### config.mk
export PLATFORM = sky130hd
export DESIGN_NAME = hazard_forward_ctrl
export DESIGN_NICKNAME = d
export VERILOG_FILES = /design/src/rtl/hazard_forward_ctrl.sv
export SDC_FILE = /design/constraint.sdc
export NUM_CORES = 1
export LEC_CHECK = 0
export ABC_AREA = 1
export CORE_MARGIN = 5
export CORE_UTILIZATION = 25
export CTS_CLUSTER_DIAMETER = 200
export DETAILED_ROUTE_END_ITERATION = 8
export PLACE_DENSITY_LB_ADDON = 0.3
export SETUP_SLACK_MARGIN = 0.3
export SLEW_MARGIN = 20
export SYNTH_ARGS = -nofsm -noshare
export SYNTH_HDL_FRONTEND = slang
export SYNTH_SLANG_ARGS = --single-unit
export TNS_END_PERCENT = 5
### constraint.sdc
create_clock -name clk -period 2.8 [get_ports clk]
set_input_delay 0.84 -clock clk [delete_from_list [all_inputs] [get_ports clk]]
set_output_delay 0.84 -clock clk [all_outputs]
set_load 0.01 [all_outputs]
### src/rtl/hazard_forward_ctrl.sv
// Hazard detection and EXE operand forwarding control for the 5-stage core.
// Tracks EXE/MEM/WB destination shadows, drives mux selects, ID stall and a stall counter.
module hazard_forward_ctrl #(
  parameter int REG_W = 4,
  parameter int CNT_W = 16
) (
  input  logic             clk,
  input  logic             rst,
  input  logic             forward_en,
  input  logic             freeze,
  input  logic             flush,
  input  logic             ID_valid,
  input  logic [REG_W-1:0] ID_src1,
  input  logic             ID_src1_used,
  input  logic [REG_W-1:0] ID_src2,
  input  logic             ID_two_src,
  input  logic [REG_W-1:0] ID_dest,
  input  logic             ID_WB_EN,
  input  logic             ID_MEM_R_EN,
  output logic             hazard,
  output logic [1:0]       Sel_src1,
  output logic [1:0]       Sel_src2,
  output logic [CNT_W-1:0] stall_count
);

  logic             exe_v;
  logic [REG_W-1:0] exe_src1;
  logic             exe_s1u;
  logic [REG_W-1:0] exe_src2;
  logic             exe_s2u;
  logic [REG_W-1:0] exe_dest;
  logic             exe_wb;
  logic             exe_ld;

  logic [REG_W-1:0] mem_dest;
  logic             mem_wb;
  logic [REG_W-1:0] wb_dest;
  logic             wb_wb;

  logic id_s1_exe;
  logic id_s2_exe;
  logic id_s1_mem;
  logic id_s2_mem;
  logic dep_exe;
  logic dep_mem;
  logic issue;
  logic cnt_max;

  assign id_s1_exe = ID_src1_used & exe_wb & (ID_src1 == exe_dest);
  assign id_s2_exe = ID_two_src & exe_wb & (ID_src2 == exe_dest);
  assign id_s1_mem = ID_src1_used & mem_wb & (ID_src1 == mem_dest);
  assign id_s2_mem = ID_two_src & mem_wb & (ID_src2 == mem_dest);
  assign dep_exe   = id_s1_exe | id_s2_exe;
  assign dep_mem   = id_s1_mem | id_s2_mem;

  // With forwarding only a load in EXE can't be bypassed; without it
  // anything in EXE or MEM stalls. WB is covered by the split-cycle regfile.
  always_comb begin
    hazard = 1'b0;
    if (ID_valid && !flush) begin
      if (forward_en) hazard = dep_exe & exe_ld;
      else            hazard = dep_exe | dep_mem;
    end
  end

  always_comb begin
    Sel_src1 = 2'b00;
    if (forward_en && exe_s1u) begin
      if (mem_wb && (exe_src1 == mem_dest))     Sel_src1 = 2'b01;
      else if (wb_wb && (exe_src1 == wb_dest))  Sel_src1 = 2'b10;
    end
  end

  always_comb begin
    Sel_src2 = 2'b00;
    if (forward_en && exe_s2u) begin
      if (mem_wb && (exe_src2 == mem_dest))     Sel_src2 = 2'b01;
      else if (wb_wb && (exe_src2 == wb_dest))  Sel_src2 = 2'b10;
    end
  end

  assign issue   = ID_valid & ~hazard & ~flush;
  assign cnt_max = &stall_count;

  always_ff @(posedge clk) begin
    if (rst) begin
      exe_v       <= 1'b0;
      exe_src1    <= '0;
      exe_s1u     <= 1'b0;
      exe_src2    <= '0;
      exe_s2u     <= 1'b0;
      exe_dest    <= '0;
      exe_wb      <= 1'b0;
      exe_ld      <= 1'b0;
      mem_dest    <= '0;
      mem_wb      <= 1'b0;
      wb_dest     <= '0;
      wb_wb       <= 1'b0;
      stall_count <= '0;
    end else if (!freeze) begin
      wb_dest  <= mem_dest;
      wb_wb    <= mem_wb;
      mem_dest <= exe_dest;
      mem_wb   <= exe_wb;
      if (issue) begin
        exe_v    <= 1'b1;
        exe_src1 <= ID_src1;
        exe_s1u  <= ID_src1_used;
        exe_src2 <= ID_src2;
        exe_s2u  <= ID_two_src;
        exe_dest <= ID_dest;
        exe_wb   <= ID_WB_EN;
        exe_ld   <= ID_MEM_R_EN;
      end else begin
        exe_v    <= 1'b0;
        exe_s1u  <= 1'b0;
        exe_s2u  <= 1'b0;
        exe_wb   <= 1'b0;
        exe_ld   <= 1'b0;
      end
      if (hazard && !cnt_max)
        stall_count <= stall_count + CNT_W'(1);
    end
  end

endmodule
==> results.md <==
Pwr:
- The analysis attributes to net switching a power of between 300 and 400 µW.
- The power density over the cells is 367 nW/µm².
- The leakage power summed over all cells is 1.38 nW.
- Of the total power, registers draw 0.504.
- The completed layout was analyzed and its total power is between 1 and 1.5 mW.
- Cell internal power was estimated by the tool at roughly 900 µW.
- The maximum vdd drop is ~0.20 mV.
- The share of total power dissipated in the clock network is 0.331.
- The net switching fraction of the power is 0.282.
- The share of total power dissipated in combinational logic is 0.165.

Finish:
- The ratio of cells with drive above 1 in the final layout is 0.277.
- The post-layout utilization of the core is 0.353.
- Summing all non-filler instances in the final layout gives an area of approximately 3500 µm².
- The repair_antennas step left the layout with diodes totalling 0.
- The filler cells instantiated in the layout total about 1100.
- The area growth from synthesis to final layout is 36.6%.
- The number of nets in the finished design is roughly 460.
- After the flow finishes, the layout carries non-filler instances totaling 573.

Yosys:
- In this run, synthesis produced a sequential element count of 42.
- The count of synthesis-stage warnings from yosys is 0.
- The count of cell types in the netlist is 31.
- The share of synthesized area in the top cell type comes to 0.332.
- The number of nets in the synthesized netlist is about 400.
- The commonest cells after synthesis are 96 x nand2_1, 50 x nor2_1, 42 x dfxtp_1.
- In the post-synthesis netlist, the biggest area contributors are dfxtp_1 33%, nand2_1 14%, nor2_1 7.4%, nand3_1 6.3%, a21oi_1 4.7%.
- The cell taking the most area after synthesis is dfxtp_1.
- The synthesized design contains 0 enable-type register cells.
- After synthesis, the share of flip-flops with an asynchronous set or reset is 0.
- After technology mapping, the gate count stands at between 300 and 400.
- A synthesized cell averages between 6 and 7 µm².
- The cell area that synthesis handed to floorplanning was approximately 2500 µm².
- The most instantiated flip-flop cell in the synthesis netlist is dfxtp_1.
- The share of the Yosys chip area taken by registers is 0.332.
- The most common cell in the synthesized netlist is nand2_1.

STA:
- Setup repair after global routing could not meet its margin everywhere.
- Based on the critical path, the design can be clocked at up to about 400 MHz.
- The post-route clock skew is a little under 0.009 ns.
- The worst hold slack is approximately 0.47 ns.
- In this run the tightest slew margin relative to its limit is 0.756.
- The sum of negative setup slack is 0 ns.
- The number of failing hold endpoints at the final stage is 0.
- The clock period minus worst slack is roughly 2.5 ns.
- The worst setup slack after layout is 0.278 ns.
- The number of endpoints failing setup at the final stage is 0.
- Dividing the final minimum period by the clock period gives 0.901.
- The count of final max-slew check failures is 0.
- The actual slew at the worst max-slew pin is between 0.3 and 0.4 ns.

Worst setup path:
- The critical path startpoint category is a primary input.
- The endpoint identified for the worst register-to-register timing path is stall_count[14].
- The worst setup path startpoint is ID_src2[0].
- STA puts the critical path data arrival time at roughly 1.7 ns.
- In this run the number of cells on the critical path is 10.
- The worst flop-to-flop path startpoint is stall_count[0].
- STA classifies the critical path endpoint as a primary output.
- Grouping stages by cell kind, the critical path spends the most delay in simple AND/OR/NAND/NOR gates.
- The slowest stage cell on the critical path is buf_2.
- The largest fanout of any net on the critical path is 3.
- In this run the register-to-register setup slack is 1.01 ns.
- The most numerous cell type found on the critical path is nand2_1.
- Traced cell by cell, the critical path runs through buf_6, inv_2, nand2_1, nand2_1, nor2_2, nand3_2, nand2_2, nand2_4, a21oi_2, buf_2.
- The endpoint required time on the critical path is between 1.5 and 2 ns.
- The highest cell delay on the worst timing path is roughly 0.15 ns.
- Counting both buffers and inverters, the worst setup path holds a total of 3.
- The destination of the critical timing path is hazard.
- The worst reg-to-reg path cell count is 7.
- The critical path class is primary input to primary output.

Clock network:
- The clock tree synthesis step divided the H-tree into 2 levels.
- The number of clock buffers added by TritonCTS is 5.
- The clock-pin transition on the worst setup and hold timing paths is around 0.09 ns.
- The maximum count of clock buffers along a single path is 2.
- The root buffer cell chosen for the clock tree is clkbuf_8.
- The tree built by TritonCTS fans out to between 40 and 50 sinks.
- The clock reaches the later pin of the worst-skew pair after 0.29 ns.
- The CTS tree is yes.

Placement:
- The placed instances occupy a cell area of 3230 µm².
- At the end of routability-driven placement, the weighted congestion stood at about 0.93.
- Buffers placed on the I/O ports in this run total between 40 and 50.
- After legalization and detailed placement, the total HPWL measured about 5300 µm.
- Once placement completed, the tool counted placed cells totaling approximately 560.
- OpenSTA, run right after detailed placement, puts the worst setup slack at -0.726 ns.

Drt:
- The count of unresolved DRC violations after routing is 0.
- The detail route stage leaves a number of antenna-violating nets equal to 0.
- Summed over all layers, the routed wires come to slightly above 7000 µm.
- The via count is approximately 2600.
- Dividing the detail-routed via count by the number of cells gives 4.49.
- The detailed-routing iteration count for the pre-antenna-repair pass is 4.
- After detailed routing, the average wire length per cell comes to between 10 and 15 µm.
- The number of violations reported at the end of detailed-routing iteration 0 is 175.

GRT:
- Entering global routing, the biggest net connects 25 pins.
- The number of antenna violations at the first check in global routing was 0.
- The global-route met1 utilization is 0.159.
- For this run, the total global-route usage over all layers was measured as 0.114.
- The number of global-route vias before repair was 2446.
- The global routing's busiest layer is met2.
- The first global-routing pass estimated approximately 12000 µm of wire.
- For this run, global-route usage on met2 was measured as 0.180.
- For this run, global-route usage on met3 was measured as 0.0207.
- After global routing the overflow that remains totals 0.

Die:
- The core region is 9820 µm².
- The effective utilization at floorplan is 0.258.
- The height of the die is 111 µm.
- The die area is about 12000 µm².
- The I/O pin count is 43.
- The standard-cell row count is 36.
- The x dimension of the die is between 100 and 150 µm.

Outcome:
- The flow ran to the end, and the final reports show no timing, DRC or antenna violations.

Worst hold path:
- The worst hold path belongs to the class flop to flop.

Job:
- Max-cap violations in this run came to 0.
==> timing repair <==
item                       in CTS  in global routing
resized for setup              78                 47
hold buffers                    0                  0
pin swaps                      12                 23
setup endpoints to repair       5                  5
buffers inserted                0                  2
==> logic make-up after synthesis <==
group	synth area share
compound gates	0.131
fa+ha+maj	0.00493
xor+xnor	0.0725
simple gates	0.376
flops	0.332
buf+inv	0.0834
==> worst min-delay path by stage <==
stage | start | to | slack (ns) | cells past startpoint
after floorplan | exe_ld | exe_ld | 0.44 | 2
after global placement | exe_ld | exe_ld | 0.45 | 2
after detailed placement | exe_ld | exe_ld | 0.46 | 2
after CTS | exe_ld | exe_ld | 0.48 | 2
after global routing | stall_count[15] | stall_count[15] | 0.52 | 2
final | exe_ld | exe_ld | 0.47 | 2
==> routing by layer <==
layer | part of all wire | wire length [µm]
met1 | 0.49 | 3520
met2 | 0.46 | 3340
met5 | 0 | 0
met4 | 0.012 | 89
met3 | 0.040 | 290
==> placed cells by master, fill, tap and decap left out, types with 2 or more instances in the layout <==
cell / n
a21oi_1: 21
a21oi_2: 13
buf_12: 2
buf_2: 4
buf_4: 18
buf_6: 8
buf_8: 2
clkbuf_8: 6
clkdlybuf4s50_1: 26
dfxtp_1: 36
dfxtp_2: 4
dfxtp_4: 2
dlygate4sd2_1: 2
inv_1: 24
inv_2: 10
inv_4: 3
nand2_1: 85
nand2_2: 22
nand2_4: 4
nand3_1: 30
nand3_2: 3
nand4_1: 5
nor2_1: 46
nor2_2: 6
nor3_1: 6
o21ai_0: 13
o22ai_1: 2
xnor2_1: 9
xor2_1: 11
==> power by group through the flow <==
| stage | Sequential, mW | Combinational [mW] | Clock (mW) |
|---|---|---|---|
| 2_1_floorplan | 0.646 | 0.103 | 0 |
| 3_5_place_dp | 0.652 | 0.183 | 0 |
| 3_3_place_gp | 0.651 | 0.182 | 0 |
| 4_1_cts | 0.638 | 0.185 | 0.431 |
| 5_1_grt | 0.643 | 0.232 | 0.455 |
| 6_report | 0.639 | 0.210 | 0.421 |
==> layout make-up <==
cell class / count / area (µm²) / area share
clock buffers: 6 / 82.6 / 0.0238
clock inverters: 2 / 12.5 / 0.00361
inverters: 37 / 146 / 0.0423
multi-input cells: 289 / 1590 / 0.460
flip-flops and latches: 42 / 853 / 0.246
well taps: 133 / 166 / 0.0480
repair buffers: 64 / 609 / 0.176
==> worst reg2reg max path, stage by stage, from the launching register on <==
cell	delay, ns
dfxtp_1	0.45
ha_1	0.26
nand2_2	0.10
nor3_1	0.34
nand3_1	0.17
xnor2_1	0.18
nand3_1	0.11
a21oi_2	0.13
==> registers in the layout (all words and copies together) (netlist names), 4 cells and up <==
register / cells
exe_src2: 4
wb_dest: 4
stall_count: 16
mem_dest: 4
exe_dest: 4
exe_src1: 4
No activity file was read; power rests on OpenSTA's default activity.
